===== config.mk =====
export PLATFORM = sky130hd
export DESIGN_NAME = shift_sequencer_flat
export DESIGN_NICKNAME = d
export VERILOG_FILES = /design/src/rtl/shift_pkg.sv /design/src/rtl/shift_sequencer_if.sv /design/src/rtl/shift_step_1b.sv /design/src/rtl/shift_sequencer.sv /design/src/flat_wrapper.sv
export SDC_FILE = /design/constraint.sdc
export NUM_CORES = 1
export LEC_CHECK = 0
export ABC_AREA = 1
export CORE_ASPECT_RATIO = 1.25
export CORE_MARGIN = 5
export CORE_UTILIZATION = 42
export CTS_CLUSTER_DIAMETER = 40
export DETAILED_ROUTE_END_ITERATION = 8
export PLACE_DENSITY = 0.75
export SLEW_MARGIN = 20
export SYNTH_ARGS = -nofsm -noshare
export SYNTH_HDL_FRONTEND = slang
export SYNTH_HIERARCHICAL = 1
export SYNTH_SLANG_ARGS = --single-unit

===== constraint.sdc =====
create_clock -name clk -period 1.05 [get_ports clk]
set_input_delay 0.21 -clock clk [delete_from_list [all_inputs] [get_ports clk]]
set_output_delay 0.21 -clock clk [all_outputs]
set_load 0.01 [all_outputs]

===== src/rtl/shift_pkg.sv =====
// Shared types for the shift sequencer: shift-mode encodings and controller states.
package shift_pkg;

    typedef logic [1:0] shift_mode_t;

    localparam shift_mode_t SH_LSR = 2'b00;
    localparam shift_mode_t SH_ROR = 2'b01;
    localparam shift_mode_t SH_RRC = 2'b10;
    localparam shift_mode_t SH_ASR = 2'b11;

    typedef enum logic [1:0] {
        IDLE  = 2'b00,
        SHIFT = 2'b01,
        DONE  = 2'b10
    } state_e;

endpackage


===== src/rtl/shift_sequencer_if.sv =====
// Request/response bundle between the ALU control FSM (master) and the shift sequencer (slave).
interface shift_sequencer_if #(
    parameter int WIDTH = 8,
    parameter int CNT_W = $clog2(WIDTH)
) ();
    import shift_pkg::*;

    logic             start;
    shift_mode_t      mode;
    logic [CNT_W-1:0] amount;
    logic [WIDTH-1:0] data_in;
    logic             carry_in;
    logic             busy;
    logic             done;
    logic [WIDTH-1:0] result;
    logic             carry_out;

    modport master (
        output start, mode, amount, data_in, carry_in,
        input  busy, done, result, carry_out
    );

    modport slave (
        input  start, mode, amount, data_in, carry_in,
        output busy, done, result, carry_out
    );

endinterface


===== src/rtl/shift_step_1b.sv =====
// Combinational single-bit right shift; the mode selects what enters the MSB.
module shift_step_1b
    import shift_pkg::*;
#(
    parameter int WIDTH = 8
) (
    input  logic [WIDTH-1:0] x_i,
    input  shift_mode_t      mode_i,
    input  logic             cin_i,
    output logic [WIDTH-1:0] f_o,
    output logic             cout_o
);

    logic msb_in;

    always_comb begin
        msb_in = 1'b0;
        case (mode_i)
            SH_ROR:  msb_in = x_i[0];
            SH_RRC:  msb_in = cin_i;
            SH_ASR:  msb_in = x_i[WIDTH-1];
            default: msb_in = 1'b0;
        endcase
    end

    assign f_o    = {msb_in, x_i[WIDTH-1:1]};
    assign cout_o = x_i[0];

endmodule


===== src/rtl/shift_sequencer.sv =====
// Multi-cycle right-shift controller: latches an operand on start, applies one
// shift step per clock, then pulses done with result/carry_out held until the next start.
module shift_sequencer
    import shift_pkg::*;
#(
    parameter int WIDTH = 8,
    parameter int CNT_W = $clog2(WIDTH)
) (
    input  logic         clk,
    input  logic         rst,
    shift_sequencer_if.slave bus
);

    state_e           state_q, state_d;
    logic [WIDTH-1:0] data_q,  data_d;
    logic             carry_q, carry_d;
    shift_mode_t      mode_q,  mode_d;
    logic [CNT_W-1:0] cnt_q,   cnt_d;
    logic             done_q,  done_d;

    logic [WIDTH-1:0] step_f;
    logic             step_cout;
    logic [CNT_W-1:0] amount_sat;

    // Out-of-range amounts saturate to the largest legal shift.
    assign amount_sat = ({1'b0, bus.amount} > (CNT_W+1)'(WIDTH - 1))
                        ? CNT_W'(WIDTH - 1) : bus.amount;

    shift_step_1b #(.WIDTH(WIDTH)) u_step (
        .x_i    (data_q),
        .mode_i (mode_q),
        .cin_i  (carry_q),
        .f_o    (step_f),
        .cout_o (step_cout)
    );

    always_comb begin
        // NOTE: every _d gets its hold value first so no path can infer a latch.
        state_d = state_q;
        data_d  = data_q;
        carry_d = carry_q;
        mode_d  = mode_q;
        cnt_d   = cnt_q;
        done_d  = 1'b0;
        unique case (state_q)
            IDLE: begin
                if (bus.start) begin
                    data_d  = bus.data_in;
                    carry_d = bus.carry_in;
                    mode_d  = bus.mode;
                    cnt_d   = amount_sat;
                    state_d = (amount_sat != '0) ? SHIFT : DONE;
                end
            end
            SHIFT: begin
                data_d  = step_f;
                carry_d = step_cout;
                cnt_d   = cnt_q - CNT_W'(1);
                if (cnt_q == CNT_W'(1)) begin
                    state_d = DONE;
                end
            end
            DONE: begin
                // The pulse is registered, so it appears in the cycle after DONE.
                done_d  = 1'b1;
                state_d = IDLE;
            end
            default: state_d = IDLE;
        endcase
    end

    // NOTE: sequential state uses non-blocking assignments only.
    always_ff @(posedge clk) begin
        if (rst) begin
            state_q <= IDLE;
            data_q  <= '0;
            carry_q <= 1'b0;
            mode_q  <= SH_LSR;
            cnt_q   <= '0;
            done_q  <= 1'b0;
        end else begin
            state_q <= state_d;
            data_q  <= data_d;
            carry_q <= carry_d;
            mode_q  <= mode_d;
            cnt_q   <= cnt_d;
            done_q  <= done_d;
        end
    end

    assign bus.busy      = (state_q == SHIFT);
    assign bus.done      = done_q;
    assign bus.result    = data_q;
    assign bus.carry_out = carry_q;

endmodule


===== src/flat_wrapper.sv =====
// flat-port wrapper written by rule: the top's interface ports become plain ports
module shift_sequencer_flat import shift_pkg::*;
#(
    parameter int WIDTH = 8,
    parameter int CNT_W = $clog2(WIDTH)
)
  (clk, rst, bus_start, bus_mode, bus_amount, bus_data_in, bus_carry_in, bus_busy, bus_done, bus_result, bus_carry_out);
  shift_sequencer_if #(.WIDTH(WIDTH), .CNT_W(CNT_W)) bus_i ();
  input  logic clk;
  input  logic rst;
  input wire logic [$bits(bus_i.start)-1:0] bus_start;
  input wire logic [$bits(bus_i.mode)-1:0] bus_mode;
  input wire logic [$bits(bus_i.amount)-1:0] bus_amount;
  input wire logic [$bits(bus_i.data_in)-1:0] bus_data_in;
  input wire logic [$bits(bus_i.carry_in)-1:0] bus_carry_in;
  output wire logic [$bits(bus_i.busy)-1:0] bus_busy;
  output wire logic [$bits(bus_i.done)-1:0] bus_done;
  output wire logic [$bits(bus_i.result)-1:0] bus_result;
  output wire logic [$bits(bus_i.carry_out)-1:0] bus_carry_out;
  assign bus_i.start = bus_start;
  assign bus_i.mode = bus_mode;
  assign bus_i.amount = bus_amount;
  assign bus_i.data_in = bus_data_in;
  assign bus_i.carry_in = bus_carry_in;
  assign bus_busy = bus_i.busy;
  assign bus_done = bus_i.done;
  assign bus_result = bus_i.result;
  assign bus_carry_out = bus_i.carry_out;
  shift_sequencer #(.WIDTH(WIDTH), .CNT_W(CNT_W)) u_core (.clk(clk), .rst(rst), .bus(bus_i));
endmodule

## After elaboration in Yosys (flattened, before gate mapping)

Index checks and enable logic that the tools add are counted.

| word-level totals | value |
|---|---|
| logic and storage cells | 36 |
| bits in registers | 17 |

| cells by class | value |
|---|---|
| mux-type cells | 12 |
| equal/unequal tests | 9 |
| add/subtract/negate cells | 1 |
| reduce and logical (&&, ||, !) cells | 7 |

Operator list:

| operator | number |
|---|---|
| 8-bit case mux with 2 select lines | 1 |
| 8-bit 2-to-1 mux | 1 |
| 2-bit == test, second input constant | 3 |
| 2-bit 2-to-1 mux | 3 |
| 3-bit case mux with 2 select lines | 1 |
| 2-bit AND reduction | 3 |
| 2-bit by 1-bit == test with 1-bit output, second input constant | 2 |
| 2-bit inequality test, second input constant | 2 |
| 2-bit case mux with 2 select lines | 1 |
| 3-bit by 1-bit == test with 1-bit output, second input constant | 1 |
| 3-bit 2-to-1 mux | 1 |
| 1-bit case mux with 3 select lines | 1 |
| 3-bit AND reduction | 1 |
| 3-bit nonzero test | 1 |
| 3-bit by 1-bit subtractor with 3-bit output, second input constant | 1 |
| 2-bit logical NOT | 1 |
| 1-bit 2-to-1 mux | 2 |
| 2-bit by 1-bit inequality test with 1-bit output, second input constant | 1 |
| 1-bit case mux with 2 select lines | 1 |
| 2-bit nonzero test | 1 |

## Longest topological paths before layout

| logic depth | value |
|---|---|
| word-level depth | 4 |
| gate-level depth with buffers | 8 |

## By module

Netlist, hierarchy kept.

Modules (own cells, without submodules):

| module | area each (um2) | seq. area each (um2) | instances | cells an instance |
|---|---|---|---|---|
| shift_sequencer | 880.8 | 340.3 | 1 | 147 |
| shift_step_1b | 95.1 | 0.0 | 1 | 15 |

## Worst setup path before layout

Ideal clock, no wire load.

| timing path | value |
|---|---|
| path type | register to register |
| start | register u_core.state_q[1] |
| end | register u_core.data_q[0] (netlist: u_core/bus.result[0]) |
| arrival | 0.927 ns |
| path slack | 0.012 ns |
| setup time | 0.111 ns |
| required time | 0.939 ns |
| stages on the path, launching flop included | 7 |
| path buffers | 1 |
| cells stage by stage | dfxtp_1 -> inv_1 -> o21ai_1 -> buf_4 -> nand2_1 -> nand2_1 -> nor2_1 |

| on the way | value |
|---|---|
| word-level cells in the longest chain between the ends | 3 |
| elaborated cells between the ends (all ways) | 6 |
| those cells by class | eq/ne: 2; mux: 1; reduce/logical: 3 |

Ends and longest elaborated chain:

| what | RTL line | RTL |
|---|---|---|
| start, declared | shift_sequencer.sv:14 | `state_e state_q, state_d;` |
| start signal, assigned | shift_sequencer.sv:82 | `state_q <= state_d;` |
| 2-bit by 1-bit == test with 1-bit output or 2-bit logical NOT (tied branches) | shift_sequencer.sv:45 | `unique case (state_q)` |
| 2-bit nonzero test (no line) or 2-bit inequality test (tied branches) | - |  |
| 2-bit AND reduction (no line) | - |  |
| end signal, assigned | shift_sequencer.sv:83 | `data_q <= data_d;` |
| end, declared | shift_sequencer.sv:15 | `logic [WIDTH-1:0] data_q, data_d;` |

Several ways; a longest one is shown, not always the timed one.
A chain may end at the register's enable or synchronous reset.

## Final worst setup path

| timing path | value |
|---|---|
| start | register u_core.state_q[1] |
| end | output bus_busy |

| on the way | value |
|---|---|
| word-level cells in the longest chain between the ends | 1 |

Ends and longest elaborated chain:

| what | RTL line | RTL |
|---|---|---|
| 2-bit by 1-bit == test with 1-bit output | shift_sequencer.sv:91 | `assign bus.busy = (state_q == SHIFT);` |
| end, declared | flat_wrapper.sv:16 | `output wire logic [$bits(bus_i.busy)-1:0] bus_busy;` |

Every way passes these cells.

==> impl_metrics.py <==
metrics = {
    "sta": {
        "relSlewSlack_pct": 82.2,
        "finalWorstSetupSlack_ns": -0.0863,
        "timing.fmax_mhz": 880,
        "period_share_pct": 108,
        "clock-skew-final_ns": 0.00865,
        "final.setup.tns_ns": -0.544,
        "rsz0062_at_grt": "yes",
        "fin_crit_ns": 1.14,
        "hold_violations": 0,
        "tightest_slew_ns": 0.265,
        "setup_viol": 14,
        "final-max-slew-violation-count": 0,
    },
    "status": {
        "status": "finished with violations",
        "violations": "negative setup slack",
    },
    "critical_path": {
        "cp_max_fo": 2,
        "path_class": "flip-flop to output port",
        "cp.required_ns": 0.84,
        "start_kind": "flip-flop",
        "arrival_ns": 0.93,
        "endpoint_kind": "output port",
    },
    "placement": {
        "io_buffers": 27,
        "dp_hpwl_um": 1720,
        "place.gp.congestion": 0.743,
        "dp.cells": 225,
    },
    "grt": {
        "grt_pass1_wl_um": 4080,
        "antenna_found_initial": 0,
        "grt.met2_usage_pct": 28.6,
        "use_met3_pct": 2.79,
        "grt_pass1_vias": 1020,
        "grtUsageMet1_pct": 17.6,
        "grt-ovfl-total": 0,
        "busiest_layer": "met2",
        "grt_usage_pct": 15.9,
        "grt_max_degree": 24,
    },
    "synth": {
        "syn_area_per_cell_um2": 6.02,
        "yosys-top-cells-count": "nand2_1, nor2_1, inv_1, dfxtp_1, buf_4",
        "yosysMostFrequentCell": "nand2_1",
        "ys_ff_latch": 17,
        "netlist_top_cells_area": "dfxtp_1, nand2_1, nor2_1",
        "yosysWarnings": 6,
        "synth_flop_cell": "dfxtp_1",
        "synth_top_cell_by_area": "dfxtp_1",
        "synth_edf_count": 0,
        "synth_area_um2": 976,
        "syn-num-nets": 181,
        "yosysSeqAreaShare_pct": 34.9,
        "syn_inst": 162,
        "ys_async_sr_fraction_pct": 0,
        "synth_top_area_share_pct": 34.9,
        "synth.distinct_cells": 13,
    },
    "finish": {
        "nNetsFinal": 221,
        "syn_to_final_growth_pct": 44.2,
        "drive_gt1_share_pct": 28.4,
        "stdcell_count": 232,
        "antenna_cells": 0,
        "fillCellCount": 205,
    },
    "cts": {
        "numCtsBuffers": 3,
        "cts_num_sinks": 17,
        "clk_latency_ns": 0.30,
        "clk_path_buf_depth": 2,
        "cts_tree": "yes",
        "cts_max_level": 1,
        "root_buffer": "clkbuf_4",
        "cts.clk_slew.worst_paths_ns": 0.11,
        "cts-hold-fix-buffers": 0,
    },
    "floorplan": {
        "initial_core_util_pct": 44.1,
        "core_region_area_um2": 2210,
        "rows": 19,
        "die_h_um": 63.9,
        "die_area_um2": 3390,
        "io_pins": 28,
        "die_w_um": 53.1,
    },
    "route": {
        "dr.pass1.iters": 4,
        "drtIter0Drc": 23,
        "drcViolationCount": 0,
        "totalWireLength_um": 2440,
        "vias": 1044,
        "ant_nets": 0,
        "wl_per_cell_um": 10.5,
        "routed_via_density": 4.50,
    },
    "run": {
        "cap_violations": 0,
    },
    "hold_path": {
        "worst_hold_path_type": "flip-flop to flip-flop",
    },
    "power": {
        "ir_drop_mv": 0.744,
        "p_leak_nw": 0.738,
        "power_density_nw_per_um2": 1320,
    },
}
==> metal layers <==
layer,vias up,part of all wire [%],wire (um)
met5,-,0,0
met4,0,1.8,45
met3,5,5.7,140
met2,31,51,1250
met1,459,41,997
li1,549,-,-
==> area by class of cell <==
cell class | instances | area [um^2] | share of cell area, %
Tap cell | 31 | 38.8 | 2.76
Sequential cell | 17 | 357 | 25.3
Inverter | 21 | 83.8 | 5.96
Timing Repair Buffer | 49 | 410 | 29.2
Clock inverter | 1 | 5.00 | 0.356
Multi-Input combinational cell | 110 | 490 | 34.8
Clock buffer | 3 | 22.5 | 1.60
==> worst paths after layout <==
check                          from               end  slack [ns]  cells after the start
hold reg to reg    u_core/mode_q[1]  u_core/mode_q[1]        0.54                      2
setup / recovery  u_core/state_q[1]          bus_busy       -0.09                      2
hold / removal     u_core/mode_q[1]  u_core/mode_q[1]        0.54                      2
setup reg to reg  u_core/state_q[0]   u_core/cnt_q[2]       -0.07                      7
==> timing repair <==
action                     in CTS  in global routing
pin swaps                       2                  1
setup endpoints to repair      23                 17
cloned                          1                  0
setup buffers                   2                  0
gates resized for setup        71                  5
==> sequential cells by signal, summed over array words and instances, names as in the netlist <==
signal and cells:
u_core/bus.carry_out 1, u_core/bus.done 1, u_core/cnt_q 3, u_core/state_q 2
u_core/bus.result 8, u_core/mode_q 2
==> cell families (layout without fill, tap and decap cells) <==
logic type / count (synthesis) / count (layout) / synth area share, %
simple gates: 101 / 101 / 40.5
buf+inv: 35 / 74 / 18.5
flops: 17 / 17 / 34.9
compound gates: 7 / 7 / 3.59
fa+ha+maj: 2 / 2 / 2.56
==> cell usage in the layout (no fill, tap or decap) <==
| master | count |
|---|---|
| nand2_1 | 59 |
| ha_1 | 2 |
| nor3_1 | 2 |
| nor2_4 | 1 |
| nand3_1 | 8 |
| buf_2 | 10 |
| o21ai_0 | 2 |
| nor3_2 | 1 |
| clkbuf_4 | 3 |
| clkinv_2 | 1 |
| inv_2 | 2 |
| dfxtp_1 | 6 |
| clkdlybuf4s50_1 | 16 |
| o21ai_4 | 1 |
| dfxtp_2 | 10 |
| buf_12 | 1 |
| o21ai_1 | 1 |
| nand2_4 | 1 |
| o21ai_2 | 1 |
| inv_1 | 18 |
| nor2_1 | 28 |
| inv_6 | 1 |
| nand2_2 | 1 |
| dfxtp_4 | 1 |
| buf_4 | 18 |
| buf_6 | 4 |
| a21oi_1 | 2 |
==> worst max-delay path: stages, from the launching register on <==
cell	delay (ns)
dfxtp_4	0.37
nor2_4	0.14
buf_6	0.12
==> power breakdown <==
part / total (mW) / internal [mW] / leakage (nW) / switching (mW)
clock network: 0.364 / 0.142 / 0.0177 / 0.222
logic: 0.723 / 0.357 / 0.575 / 0.366
registers: 0.776 / 0.732 / 0.145 / 0.0440
==> metrics by stage <==
stage / instance area [um^2] / hold slack [ns] / total power [mW] / setup slack (ns) / util (%)
6_report: 1410 / 0.537 / 1.86 / -0.0863 / 63.7
5_1_grt: 1410 / 0.540 / 2.02 / -0.132 / 63.7
4_1_cts: 1390 / 0.539 / 1.85 / -0.102 / 62.9
3_5_place_dp: 1340 / 0.522 / 1.47 / -0.284 / 60.6
3_3_place_gp: 1340 / 0.513 / 1.45 / -0.255 / 60.6
2_1_floorplan: 976 / 0.279 / 1.19 / 0.0118 / -
(Power assumes the default switching activity.)
